<file path="src/rtl/irq_ctrl_pkg.sv">
// Shared constants for the interrupt controller: register map, ID width
// and the per-source gateway state encoding.
package irq_ctrl_pkg;

  localparam int ID_W = 5;

  localparam logic [7:0] ADDR_PENDING   = 8'h00;
  localparam logic [7:0] ADDR_ENABLE    = 8'h01;
  localparam logic [7:0] ADDR_THRESHOLD = 8'h02;
  localparam logic [7:0] ADDR_CLAIM     = 8'h03;
  localparam logic [7:0] ADDR_PRIO_BASE = 8'h10;

  typedef enum logic [1:0] {
    GW_IDLE       = 2'd0,
    GW_PENDING    = 2'd1,
    GW_IN_SERVICE = 2'd2
  } gw_state_e;

endpackage

</file>
<file path="src/rtl/irq_gateway.sv">
// Per-source gateway: turns a level or rising edge into a single pending
// request and holds it off until firmware completes the service.
module irq_gateway import irq_ctrl_pkg::*; #(
  parameter bit EDGE = 1'b0
) (
  input  logic clk,
  input  logic rst_n,
  input  logic irq,
  input  logic claim,
  input  logic complete,
  output logic pending
);

  gw_state_e state, state_nxt;
  logic      prev_irq;
  logic      trigger;

  always_ff @(posedge clk or negedge rst_n) begin
    if (!rst_n) begin
      state    <= GW_IDLE;
      prev_irq <= 1'b0;
    end else begin
      state    <= state_nxt;
      prev_irq <= irq;
    end
  end

  // Triggers seen outside IDLE are dropped, which also resolves claim-vs-edge.
  always_comb begin
    state_nxt = state;
    trigger   = EDGE ? (irq & ~prev_irq) : irq;
    case (state)
      GW_IDLE:       if (trigger)  state_nxt = GW_PENDING;
      GW_PENDING:    if (claim)    state_nxt = GW_IN_SERVICE;
      GW_IN_SERVICE: if (complete) state_nxt = GW_IDLE;
      default:                     state_nxt = GW_IDLE;
    endcase
  end

  assign pending = (state == GW_PENDING);

endmodule

</file>
<file path="src/rtl/irq_ctrl.sv">
// Machine-level interrupt controller: NUM_SRC gated sources, priority
// arbitration against a threshold, claim/complete through a register port.
module irq_ctrl import irq_ctrl_pkg::*; #(
  parameter int                 NUM_SRC   = 8,
  parameter int                 PRIO_W    = 3,
  parameter logic [NUM_SRC-1:0] EDGE_MASK = '0
) (
  input  logic               i_clk,
  input  logic               i_rst_n,
  input  logic [NUM_SRC-1:0] i_irq,
  input  logic               i_wr_en,
  input  logic               i_rd_en,
  input  logic [7:0]         i_addr,
  input  logic [31:0]        i_wdata,
  output logic [31:0]        o_rdata,
  output logic               o_rvalid,
  output logic               o_external_interrupt,
  output logic [ID_W-1:0]    o_irq_id
);

  logic [NUM_SRC:1]  pending, enable, claim, complete;
  logic [PRIO_W-1:0] prio [1:NUM_SRC];
  logic [PRIO_W-1:0] threshold;
  logic              rd_go;
  logic [ID_W-1:0]   win_id_p0;
  logic [PRIO_W-1:0] win_prio_p0;
  logic [31:0]       rd_val_p0;

  assign rd_go = i_rd_en & ~i_wr_en;

  always_comb begin
    claim    = '0;
    complete = '0;
    for (int k = 1; k <= NUM_SRC; k++) begin
      claim[k]    = rd_go && (i_addr == ADDR_CLAIM) && (o_irq_id == ID_W'(k));
      complete[k] = i_wr_en && (i_addr == ADDR_CLAIM) && (i_wdata == 32'(k));
    end
  end

  for (genvar g = 1; g <= NUM_SRC; g++) begin : g_gw
    irq_gateway #(.EDGE(EDGE_MASK[g-1])) u_gw (
      .clk      (i_clk),
      .rst_n    (i_rst_n),
      .irq      (i_irq[g-1]),
      .claim    (claim[g]),
      .complete (complete[g]),
      .pending  (pending[g])
    );
  end

  always_ff @(posedge i_clk or negedge i_rst_n) begin
    if (!i_rst_n) begin
      enable    <= '0;
      threshold <= '0;
      for (int k = 1; k <= NUM_SRC; k++) prio[k] <= '0;
    end else if (i_wr_en) begin
      if (i_addr == ADDR_ENABLE)    enable    <= i_wdata[NUM_SRC:1];
      if (i_addr == ADDR_THRESHOLD) threshold <= i_wdata[PRIO_W-1:0];
      for (int k = 1; k <= NUM_SRC; k++)
        if (i_addr == ADDR_PRIO_BASE + 8'(k)) prio[k] <= i_wdata[PRIO_W-1:0];
    end
  end

  // Stage p0: arbitration. A source being claimed this cycle is excluded so
  // a back-to-back claim sees the next winner instead of the same ID again.
  // Strict '>' keeps the lowest ID on priority ties.
  always_comb begin
    win_id_p0   = '0;
    win_prio_p0 = '0;
    for (int k = 1; k <= NUM_SRC; k++) begin
      if (pending[k] && enable[k] && !claim[k] && (prio[k] > threshold) &&
          (prio[k] > win_prio_p0)) begin
        win_id_p0   = ID_W'(k);
        win_prio_p0 = prio[k];
      end
    end
  end

  always_comb begin
    rd_val_p0 = '0;
    case (i_addr)
      ADDR_PENDING:   rd_val_p0[NUM_SRC:1]  = pending;
      ADDR_ENABLE:    rd_val_p0[NUM_SRC:1]  = enable;
      ADDR_THRESHOLD: rd_val_p0[PRIO_W-1:0] = threshold;
      ADDR_CLAIM:     rd_val_p0[ID_W-1:0]   = o_irq_id;
      default: begin
        for (int k = 1; k <= NUM_SRC; k++)
          if (i_addr == ADDR_PRIO_BASE + 8'(k)) rd_val_p0[PRIO_W-1:0] = prio[k];
      end
    endcase
  end

  // Stage p1: registered request and read response.
  always_ff @(posedge i_clk or negedge i_rst_n) begin
    if (!i_rst_n) begin
      o_irq_id             <= '0;
      o_external_interrupt <= 1'b0;
      o_rvalid             <= 1'b0;
      o_rdata              <= '0;
    end else begin
      o_irq_id             <= win_id_p0;
      o_external_interrupt <= (win_id_p0 != '0);
      o_rvalid             <= rd_go;
      o_rdata              <= rd_go ? rd_val_p0 : '0;
    end
  end

endmodule

</file>
<file path="config.mk">
export PLATFORM = sky130hd
export DESIGN_NAME = irq_ctrl
export DESIGN_NICKNAME = d
export VERILOG_FILES = /design/src/rtl/irq_ctrl_pkg.sv /design/src/rtl/irq_gateway.sv /design/src/rtl/irq_ctrl.sv
export SDC_FILE = /design/constraint.sdc
export NUM_CORES = 1
export LEC_CHECK = 0
export CORE_ASPECT_RATIO = 0.75
export CORE_MARGIN = 2
export CORE_UTILIZATION = 45
export DETAILED_ROUTE_END_ITERATION = 16
export DONT_BUFFER_PORTS = 1
export GPL_TIMING_DRIVEN = 1
export PLACE_DENSITY = 0.62
export SLEW_MARGIN = 20
export SYNTH_ARGS = -nofsm -noshare
export SYNTH_HDL_FRONTEND = slang
export SYNTH_SLANG_ARGS = --single-unit
</file>
<file path="constraint.sdc">
create_clock -name i_clk -period 18.9 [get_ports i_clk]
set_input_delay 1.89 -clock i_clk [delete_from_list [all_inputs] [get_ports i_clk]]
set_output_delay 1.89 -clock i_clk [all_outputs]
set_load 0.05 [all_outputs]
</file>
**After elaboration in Yosys (flattened, before gate mapping)**

Index checks and enable logic that the tools add are counted.

- Word-level logic and storage cells: 254
- Input bits: 52
- Bits in registers: 67

- Magnitude comparators: 16
- Multiplexer cells: 60
- Eq/ne operators: 67
- Reductions and logical operators: 87
- Bitwise operators: 2

Operator list:

| kind | number |
|---|---|
| 32-bit by 3-bit == test with 1-bit output, second input constant | 4 |
| 32-bit by 2-bit == test with 1-bit output, second input constant | 2 |
| 8-bit by 5-bit == test with 1-bit output, second input constant | 8 |
| 2-bit one-hot mux with 3 select lines | 9 |
| 1-bit logical AND | 50 |
| 2-bit two-way mux | 24 |
| 3-bit > comparator | 15 |
| 3-bit two-way mux | 15 |
| 5-bit two-way mux | 7 |
| 32-bit by 1-bit == test with 1-bit output, second input constant | 1 |
| 32-bit by 4-bit == test with 1-bit output, second input constant | 1 |
| 2-bit by 1-bit != test with 1-bit output, second input constant | 16 |
| 3-bit AND reduction | 8 |
| 5-bit by 3-bit == test with 1-bit output, second input constant | 4 |
| 2-bit AND reduction | 10 |
| 2-bit by 1-bit == test with 1-bit output, second input constant | 8 |
| 2-bit == test, second input constant | 8 |
| 8-bit by 2-bit == test with 1-bit output, second input constant | 2 |
| 2-bit logical NOT | 8 |
| 2-bit != test, second input constant | 8 |
| 5-bit by 2-bit == test with 1-bit output, second input constant | 2 |
| 9-bit two-way mux | 1 |
| 8-bit by 1-bit == test with 1-bit output, second input constant | 1 |
| 1-bit logical NOT | 8 |
| 12 further kinds | 12 |

**Longest topological paths before layout**

Gate-level depths: netlist of run 1.

- Word-level depth: 31
- Gate-level depth with buffers: 56

**Hierarchy**

A second synthesis of run 1 with hierarchy kept.

- Cells, all modules: 546
- Area total of the unflattened synthesis: 5,161.2 um^2

By module, submodules not included:

| module | area each (um^2) | cells an instance | times used |
|---|---|---|---|
| irq_ctrl | 4,400.5 | 490 | 1 |
| irq_gateway | 95.1 | 7 | 8 |

**Least setup slack after synthesis of run 1**

No wires, ideal clock.

- Kind: input to register
- Start: input port i_wr_en
- End: register o_external_interrupt
- Stages: 53
- Arrival: 10,761 ps
- Path buffers: 2
- Path slack: 8,067 ps
- Data required time: 18,828 ps
- Setup time: 72 ps
- Cell sequence: buf_2 -> nand2b_1 -> inv_2 -> nand4_1 -> nand2b_1 -> and3_1 -> inv_1 -> ha_1 -> nor2b_1 -> o21ai_0 -> a21oi_1 -> a211o_1 -> and2_1 -> ha_1 -> nand3_1 -> nand4_1 -> a21oi_1 -> nand3_1 -> [... 17 more ...] -> ha_1 -> nor2_1 -> a41oi_2 -> nand2_2 -> mux2_4 -> ha_1 -> inv_1 -> a21o_1 -> a21oi_1 -> a311oi_1 -> nand3_1 -> mux2_2 -> ha_1 -> a311o_1 -> a31oi_1 -> o21ai_0 -> nor2_1 -> nand4b_1

- Word-level cells in the longest chain between the ends: 31
- Elaborated cells on any way between the ends: 66
- Classes of those cells: 7 x order compare; 15 x mux; 2 x bitwise; 42 x reduce/logical

Ends and longest elaborated chain:

| what | RTL line | text |
|---|---|---|
| start: declaration | irq_ctrl.sv:11 | `input logic i_wr_en,` |
| 1-bit inverter * | irq_ctrl.sv:29 | `assign rd_go = i_rd_en & ~i_wr_en;` |
| 1-bit bitwise AND * | irq_ctrl.sv:29 |  |
| named net rd_go | irq_ctrl.sv:24 | `logic rd_go;` |
| 1-bit logical AND * | irq_ctrl.sv:35 | `claim[k] = rd_go && (i_addr == ADDR_CLAIM) && (o_irq_id == ID_W'(k));` |
| 1-bit logical AND | irq_ctrl.sv:35 |  |
| 1-bit logical NOT | irq_ctrl.sv:71 | `if (pending[k] && enable[k] && !claim[k] && (prio[k] > threshold) &&` |
| 1-bit logical AND (3 in a row) | irq_ctrl.sv:71 |  |
| 3-bit two-way mux | irq_ctrl.sv:71 |  |
| [... 15 more ...] | -- |  |
| 3-bit > comparator | irq_ctrl.sv:72 | `(prio[k] > win_prio_p0)) begin` |
| 1-bit logical AND | irq_ctrl.sv:71 |  |
| 3-bit two-way mux | irq_ctrl.sv:71 |  |
| 3-bit > comparator | irq_ctrl.sv:72 |  |
| 1-bit logical AND | irq_ctrl.sv:71 |  |
| 5-bit two-way mux * | irq_ctrl.sv:71 |  |
| named net win_id_p0[3] | irq_ctrl.sv:25 | `logic [ID_W-1:0] win_id_p0;` |
| 5-bit nonzero test * | irq_ctrl.sv:102 | `o_external_interrupt <= (win_id_p0 != '0);` |
| end signal: assignment | irq_ctrl.sv:102 |  |
| end: declaration | irq_ctrl.sv:17 | `output logic o_external_interrupt,` |

The timed path passes the listed nets; every way through them passes the cells marked *.
A chain may end at the register's enable or synchronous reset.

**Worst setup path in the final report of run 1**

- Start: input port i_addr[5]
- End: register o_irq_id[0]

- Word-level cells in the longest chain between the ends: 29
- Elaborated cells on any way between the ends: 64
- Classes of those cells: 7 x order compare; 1 x eq/ne; 15 x mux; 41 x reduce/logical

Ends and longest elaborated chain:

| what | RTL line | text |
|---|---|---|
| start: declaration | irq_ctrl.sv:13 | `input logic [7:0] i_addr,` |
| 8-bit by 2-bit == test with 1-bit output * | irq_ctrl.sv:35 |  |
| 1-bit logical AND * | irq_ctrl.sv:35 |  |
| 1-bit logical AND | irq_ctrl.sv:35 |  |
| 1-bit logical NOT | irq_ctrl.sv:71 |  |
| 1-bit logical AND (3 in a row) | irq_ctrl.sv:71 |  |
| 3-bit two-way mux | irq_ctrl.sv:71 |  |
| 3-bit > comparator | irq_ctrl.sv:72 |  |
| 1-bit logical AND | irq_ctrl.sv:71 |  |
| [... 12 more ...] | -- |  |
| 3-bit two-way mux | irq_ctrl.sv:71 |  |
| 3-bit > comparator | irq_ctrl.sv:72 |  |
| 1-bit logical AND | irq_ctrl.sv:71 |  |
| 3-bit two-way mux | irq_ctrl.sv:71 |  |
| 3-bit > comparator | irq_ctrl.sv:72 |  |
| 1-bit logical AND | irq_ctrl.sv:71 |  |
| 5-bit two-way mux * | irq_ctrl.sv:71 |  |
| named net win_id_p0[0] | irq_ctrl.sv:25 |  |
| end signal: assignment | irq_ctrl.sv:101 | `o_irq_id <= win_id_p0;` |
| end: declaration | irq_ctrl.sv:18 | `output logic [ID_W-1:0] o_irq_id` |

Marked as above.

==> results.md, run 1 <==
* Synth warnings at 0
* Initial Utilization at 46.3%
* CTS resizes at 0
* Utilization after layout at about half
* CTS Root Cell: clkbuf_16
* Status: finished clean
* Crit Path Max Fanout at 12
* CP max stage cell: and3_1
* Critical path capture point type: register
* Syn_area_per_cell at roughly 9.2 µm²
* Fill count at 980
* Leak at ~0.0023 µW
* Top FF cell, synth: dfrtp_1
* Routed WL at around 14000 µm
* Comb pwr share at 12.0%
* Total Power at around 350 µW
* Total core area at 10300 µm²
* Tmin final at between 10 and 15 ns
* Row cnt at 32
* Clock Latency Late Sink at 0.34 ns
* Synth top area share at 34.6%
* Die ar. at about 11000 µm²
* Most frequent cells in the layout: 66 x dfrtp_1, 45 x nor2_1, 41 x ha_1
* CP max stage delay at 0.45 ns
* CP top delay family: simple AND/OR/NAND/NOR gates
* Most common cell on crit path: ha_1
* Unrepaired setup endpoints after global routing: no
* Flop pwr share at 43.3%
* H-tree levels at 3
* Post-DP HPWL at between 10000 and 15000 µm
* CTS tree: done
* Dpl cell area at 4810 µm²
* Drt first pass iters at 5
* Port buffer count at 0
* Via count at 3986
* Worst Tran Pin Value at 0.895 ns
* Yosys reg bits at 66
* First-pass GRT wire length at roughly 21000 µm
* Clock Path Buffers at 2
* Vias/cell at roughly 6.1
* Die Ht at a little over 90 µm
* Layout cells sized above 1 at around an eighth
* Final setup vio count at 0
* Pwr dens at 69.7 nW/µm²
* Setup TNS Final at 0 ns
* Syn Inst Count at 517
* Max Freq at about 86 MHz
* EDFF count, synth at 0
* Slew headroom at 40.1%
* Max-cap check violation count at 0
* Maximum vdd drop at 61.0 µV
* P_sw at slightly above 100 µW
* Critical path class: input pin to register
* Reg2reg setup slack at between 8 and 9 ns
* Most common cell after layout, fill and taps aside: dfrtp_1
* Clock power frac at around 45%
* Final nets at between 600 and 700
* Fin. Hold Viols at 0
* CP arrival at 11.86 ns
* Total I/O pin count at between 90 and 100
* Synth area leaders: dfrtp_1 35%, ha_1 11%, mux2_2 8.3%
* Pint at around 250 µW
* Number of library cell types mapped by synthesis at 63
* Switching Fraction at between 20% and 30%
* Area leader, netlist: dfrtp_1
* Sequential fraction of the synthesis area at between 30% and 40%
* Postcts setup bufs at 0
* Initial antenna violation count at 0
* Worst hold path class: register to register
* Pins Over Slew Limit at 0
* Final Skew at around 0.010 ns
* Synthesis-to-finish area growth at 6.69%
* Largest net degree at the start of global routing at 67
* Mean routed wirelength per cell at approximately 21 µm
* GRT Total Usage at approximately a quarter
* Mapped cell area at ~4800 µm²
* Crit path required time at 19.10 ns
* TritonCTS buffer count at 9
* Buf/Inv on CP at 4
* Hold buffer count at CTS at 0
* Worst setup SP type: input pin
* Drt drc at 0
* Routability cong. at between 0.9 and 1
* Remaining antenna violation count after routing at 0
* Post-synth ARST share at 100%
* Setup WS pre-CTS at 7.11 ns
* Number of global-route vias before repair at approximately 3900
* Clock Sink Count at 66
* ANT cells at 0
* Global route overflow at 0
* Die Span X at roughly 120 µm
* Clock slew at reported path FFs at 0.07 ns
* Tcrit/Tclk final at 61.7%
* Final instance area at approximately 5100 µm²
* Initial drt markers at around 350
* Final setup margin at 7.24 ns
## flip-flops by register name (all words and copies together), names as in the netlist
register / flops
g_gw.u_gw.state: 16
prio: 24
o_irq_id: 4
o_rdata: 9
enable: 8
o_external_interrupt: 1
o_rvalid: 1
threshold: 3
## routing by layer
metal  GRT usage, %  routed length, µm  vias up
li1               -                  -     1832
met4           8.24                289        0
met5              0                  0        -
met2           37.9               6170      168
met1           35.6               6380     1960
met3           4.45                905       26
## metrics by stage
stage	cells	hold slack (ns)
2_1_floorplan	540	0.410
3_3_place_gp	642	0.427
3_5_place_dp	642	0.427
4_1_cts	658	0.446
5_1_grt	658	0.463
6_report	658	0.447
## logic make-up after synthesis
| group | count (synthesis) | share of synthesized area [%] |
|---|---|---|
| buf+inv | 64 | 6.98 |
| fa+ha+maj | 41 | 10.8 |
| mux | 45 | 11.1 |
| compound gates | 106 | 14.5 |
| other cells | 1 | 0.0786 |
| flops | 66 | 34.6 |
| simple gates | 194 | 21.9 |
## synth_stat cells, drive strengths merged, types with 3 or more instances
cell type and count:
and2 6, nand4b 3, nor2b 16, nor3 7, o21ai 41, inv 29, a22oi 4, ha 41
nand3 19, a31oi 4, o221ai 3, o22ai 4, a211oi 5, nand2 41, nor4b 4, clkbuf 6
o21a 3, buf 29, nand4 10, nor4 9, nor2 45, mux2 37, mux2i 6, a311oi 3
dfrtp 66, and3 8, a21oi 18, nand2b 18, a21o 4
## worst register-to-register path: cells and delay by family (launching register included)
family / cells / cell delay (ns)
flops: 1 / 0.37
fa+ha+maj: 8 / 2.21
simple gates: 20 / 3.50
compound gates: 16 / 2.68
buf+inv: 5 / 0.61
mux: 4 / 1.38
## power groups by stage
stage	registers (µW)	clock network [µW]	logic, µW
after CTS	153	161	42.0
after global placement	156	0	40.3
after detailed placement	156	0	41.5
after floorplan	153	0	40.8
final	153	158	42.5
after global routing	154	168	46.7
## path summary, 6_finish.rpt
path	from	end	depth (start not counted)
worst max-delay path	i_addr[5]	o_irq_id[0]$_DFF_PN0_	51
worst min-delay path	g_gw[7].u_gw.state[1]$_DFFE_PN0P_	g_gw[7].u_gw.state[0]$_DFFE_PN0P_	1
worst max register to register	threshold[2]$_DFFE_PN0P_	o_irq_id[0]$_DFF_PN0_	53
worst min register to register	g_gw[7].u_gw.state[1]$_DFFE_PN0P_	g_gw[7].u_gw.state[0]$_DFFE_PN0P_	1
max in group asynchronous	i_rst_n	prio[12]$_DFFE_PN0P_	0
min in group asynchronous	i_rst_n	o_rdata[7]$_DFF_PN0_	0
## final cells by class
type / count / area, µm² / area share [%]
Inverter: 29 / 109 / 2.14
Multi-Input combinational cell: 410 / 2870 / 56.4
Tap cell: 136 / 170 / 3.34
Clock buffer: 9 / 225 / 4.43
Sequential cell: 66 / 1650 / 32.5
Timing Repair Buffer: 1 / 7.51 / 0.148
Clock inverter: 7 / 53.8 / 1.06
Power figures use the tool's default switching activity.
==> run 2: changes to the inputs <==
==> constraint.sdc (replaced) <==
create_clock -name i_clk -period 11.1 [get_ports i_clk]
set_input_delay 1.11 -clock i_clk [delete_from_list [all_inputs] [get_ports i_clk]]
set_output_delay 1.11 -clock i_clk [all_outputs]
set_load 0.05 [all_outputs]
==> run 2 against run 1 <==
Net effect: first-iteration DRC count is 32% lower; global-route usage is 0.36 points higher; worst hold slack hardly changed; sequential power is 70% higher; worst setup slack worse by 6.7 ns; utilization is 0.96 points higher; via count is 0.15% lower; largest cell class unchanged; power is 77% higher; final area is 1.9% higher; register-to-register slack worse by 7.4 ns.
==> results.md, run 2 (same netlist as run 1, synthesis figures left out) <==
* GRT Total Usage at 25.3% (+0.36 points)
* Switching Fraction at 25.6% (-3.7 points)
* Fill count at 944 (-3.7%)
* CP max stage cell: a211o_1
* Drt first pass iters at 5 (unchanged)
* Non-filler cells, final at 663 (+0.76%)
* # placed instances at 648 (+0.93%)
* Global route overflow at 0 (unchanged)
* Largest net degree at the start of global routing at 67 (unchanged)
* Layout cells sized above 1 at 14.6% (+1.6 points)
* Number of global-route vias before repair at 3804 (-1.3%)
* Flop pwr share at 41.5% (-1.8 points)
* Critical path capture point type: register
* First-pass GRT wire length at 21600 µm (+1.3%)
* Routed WL at 13800 µm (+0.52%)
* Vias/cell at 6.00 (-0.90%)
* Fin. Hold Viols at 0 (unchanged)
* Row cnt at 32 (unchanged)
* Most common cell on crit path: ha_1
* Synthesis-to-finish area growth at 8.76%
* Comb pwr share at 12.2% (+0.2 points)
* Critical path class: input pin to register
* Tmin final at 10.54 ns
* CTS tree: done
* Die Span X at 123 µm (unchanged)
* Buf/Inv on CP at 4 (unchanged)
* Mean routed wirelength per cell at 20.8 µm (-0.23%)
* Max-cap check violation count at 0 (unchanged)
* Via count at 3980 (-0.15%)
* CP top delay family: simple AND/OR/NAND/NOR gates
* Crit Path Max Fanout at 7 (-5)
* Postcts setup bufs at 0 (unchanged)
* Worst Tran Pin Value at 1.01 ns (+0.120 ns)
* Worst setup SP type: input pin
* Pwr dens at 121 nW/µm² (+74%)
* Leak at 0.00238 µW (+2.3%)
* H-tree levels at 3 (unchanged)
* Total core area at 10300 µm² (unchanged)
* Initial Utilization at 46.3% (unchanged)
* Maximum vdd drop at 63.7 µV (+4.4%)
* Status: finished clean
* Final nets at 616 (+0.98%)
* Initial drt markers at 235 (-32%)
* Pins Over Slew Limit at 0 (unchanged)
* Clock Sink Count at 66 (unchanged)
* Pint at 467 µW (+86%)
* Total I/O pin count at 91 (unchanged)
* Clock slew at reported path FFs at 0.05 ns (-0.02 ns)
* TritonCTS buffer count at 9 (unchanged)
* Largest register by flop count: prio
* CTS Root Cell: clkbuf_16
* Remaining antenna violation count after routing at 0 (unchanged)
* Initial antenna violation count at 0 (unchanged)
* Final Skew at 0.00705 ns (-0.00324 ns)
* CP arrival at 10.79 ns (-1.07 ns)
* Most frequent cells in the layout: 66 x dfrtp_1, 43 x nor2_1, 41 x ha_1
* Tcrit/Tclk final at roughly 95%
* Slew headroom at 32.1% (-8.0 points)
* CP max stage delay at 0.38 ns (-0.07 ns)
* Max FFs per register at 24 (unchanged)
* Max Freq at roughly 95 MHz
* Die Ht at 93.1 µm (unchanged)
* Post-DP HPWL at 10700 µm (+2.7%)
* Crit path required time at 11.35 ns (-7.75 ns)
* Setup TNS Final at 0 ns (unchanged)
* Final setup vio count at 0 (unchanged)
* Clock power frac at 46.3% (+1.6 points)
* Drt drc at 0 (unchanged)
* P_sw at 161 µW (+55%)
* Clock Latency Late Sink at 0.33 ns (about the same)
* Die ar. at 11400 µm² (unchanged)
* Port buffer count at 0 (unchanged)
* ANT cells at 0 (unchanged)
* Most common cell after layout, fill and taps aside: dfrtp_1
* Unrepaired setup endpoints after global routing: no
* Clock Path Buffers at 2 (unchanged)
* Worst hold path class: register to register
* Regs by FF count: prio x24, g_gw.u_gw.state x16, o_rdata x9
* Routability cong. at 0.965 (+4.8%)
run 2: worst paths after layout:
check / startpoint / end / slack, ns / depth (start not counted)
worst max-delay path: i_addr[5] / o_external_interrupt$_DFF_PN0_ / 0.56 / 51
worst min-delay path: g_gw[8].u_gw.state[1]$_DFFE_PN0P_ / g_gw[8].u_gw.state[0]$_DFFE_PN0P_ / 0.45 / 1
worst max register to register: threshold[0]$_DFFE_PN0P_ / o_external_interrupt$_DFF_PN0_ / 0.61 / 52
max in group asynchronous: i_rst_n / prio[13]$_DFFE_PN0P_ / 10.53 / 0
worst min register to register: g_gw[8].u_gw.state[1]$_DFFE_PN0P_ / g_gw[8].u_gw.state[0]$_DFFE_PN0P_ / 0.45 / 1
min in group asynchronous: i_rst_n / o_rdata[8]$_DFF_PN0_ / 0.48 / 0
run 2: what timing repair did:
action | 4_1_cts | 5_1_grt
resized for setup | 0 | 6
hold buffers | 0 | 0
setup endpoints to repair | 0 | 5
run 2: area by class of cell:
class,instances,area (µm²),area share [%]
multi-input combinational,410,2900,55.9
sequential,66,1650,31.8
clock buffer,13,270,5.21
tap,136,170,3.28
inverter,29,109,2.10
timing repair buffer,7,52.6,1.01
clock inverter,2,35.0,0.676
run 2: metal layers:
layer	GRT usage, %	part of all wire (%)
met1	37.2	48
met2	36.9	43
met3	5.91	6.8
met4	6.80	2.0
met5	0	0
run 2: power groups by stage:
stage               clock, µW  combinational (µW)  sequential (µW)
floorplan                   0                69.5              261
global placement            0                71.2              264
detailed placement          0                73.8              264
CTS                       294                74.4              260
global route              309                83.9              261
finish                    290                76.5              260
run 2: through the flow:
step	total power (µW)	util, %	area, µm²	setup slack [ns]	hold slack, ns
6_report	627	50.4	5190	0.555	0.447
5_1_grt	655	50.4	5190	0.0723	0.457
4_1_cts	629	50.1	5160	0.317	0.446
3_5_place_dp	338	47.2	4850	0.0661	0.436
3_3_place_gp	335	47.2	4850	0.484	0.428
2_1_floorplan	331	-	4850	1.05	0.410
run 2: worst register-to-register path: cells and delay by family (launching register included):
kind,cells,cell delay [ns]
AOI/OAI and AO/OA,15,2.64
and+or+nand+nor,21,3.26
adders and majority gates,8,2.23
DFF,1,0.66
buffers and inverters,4,0.29
muxes,4,1.33
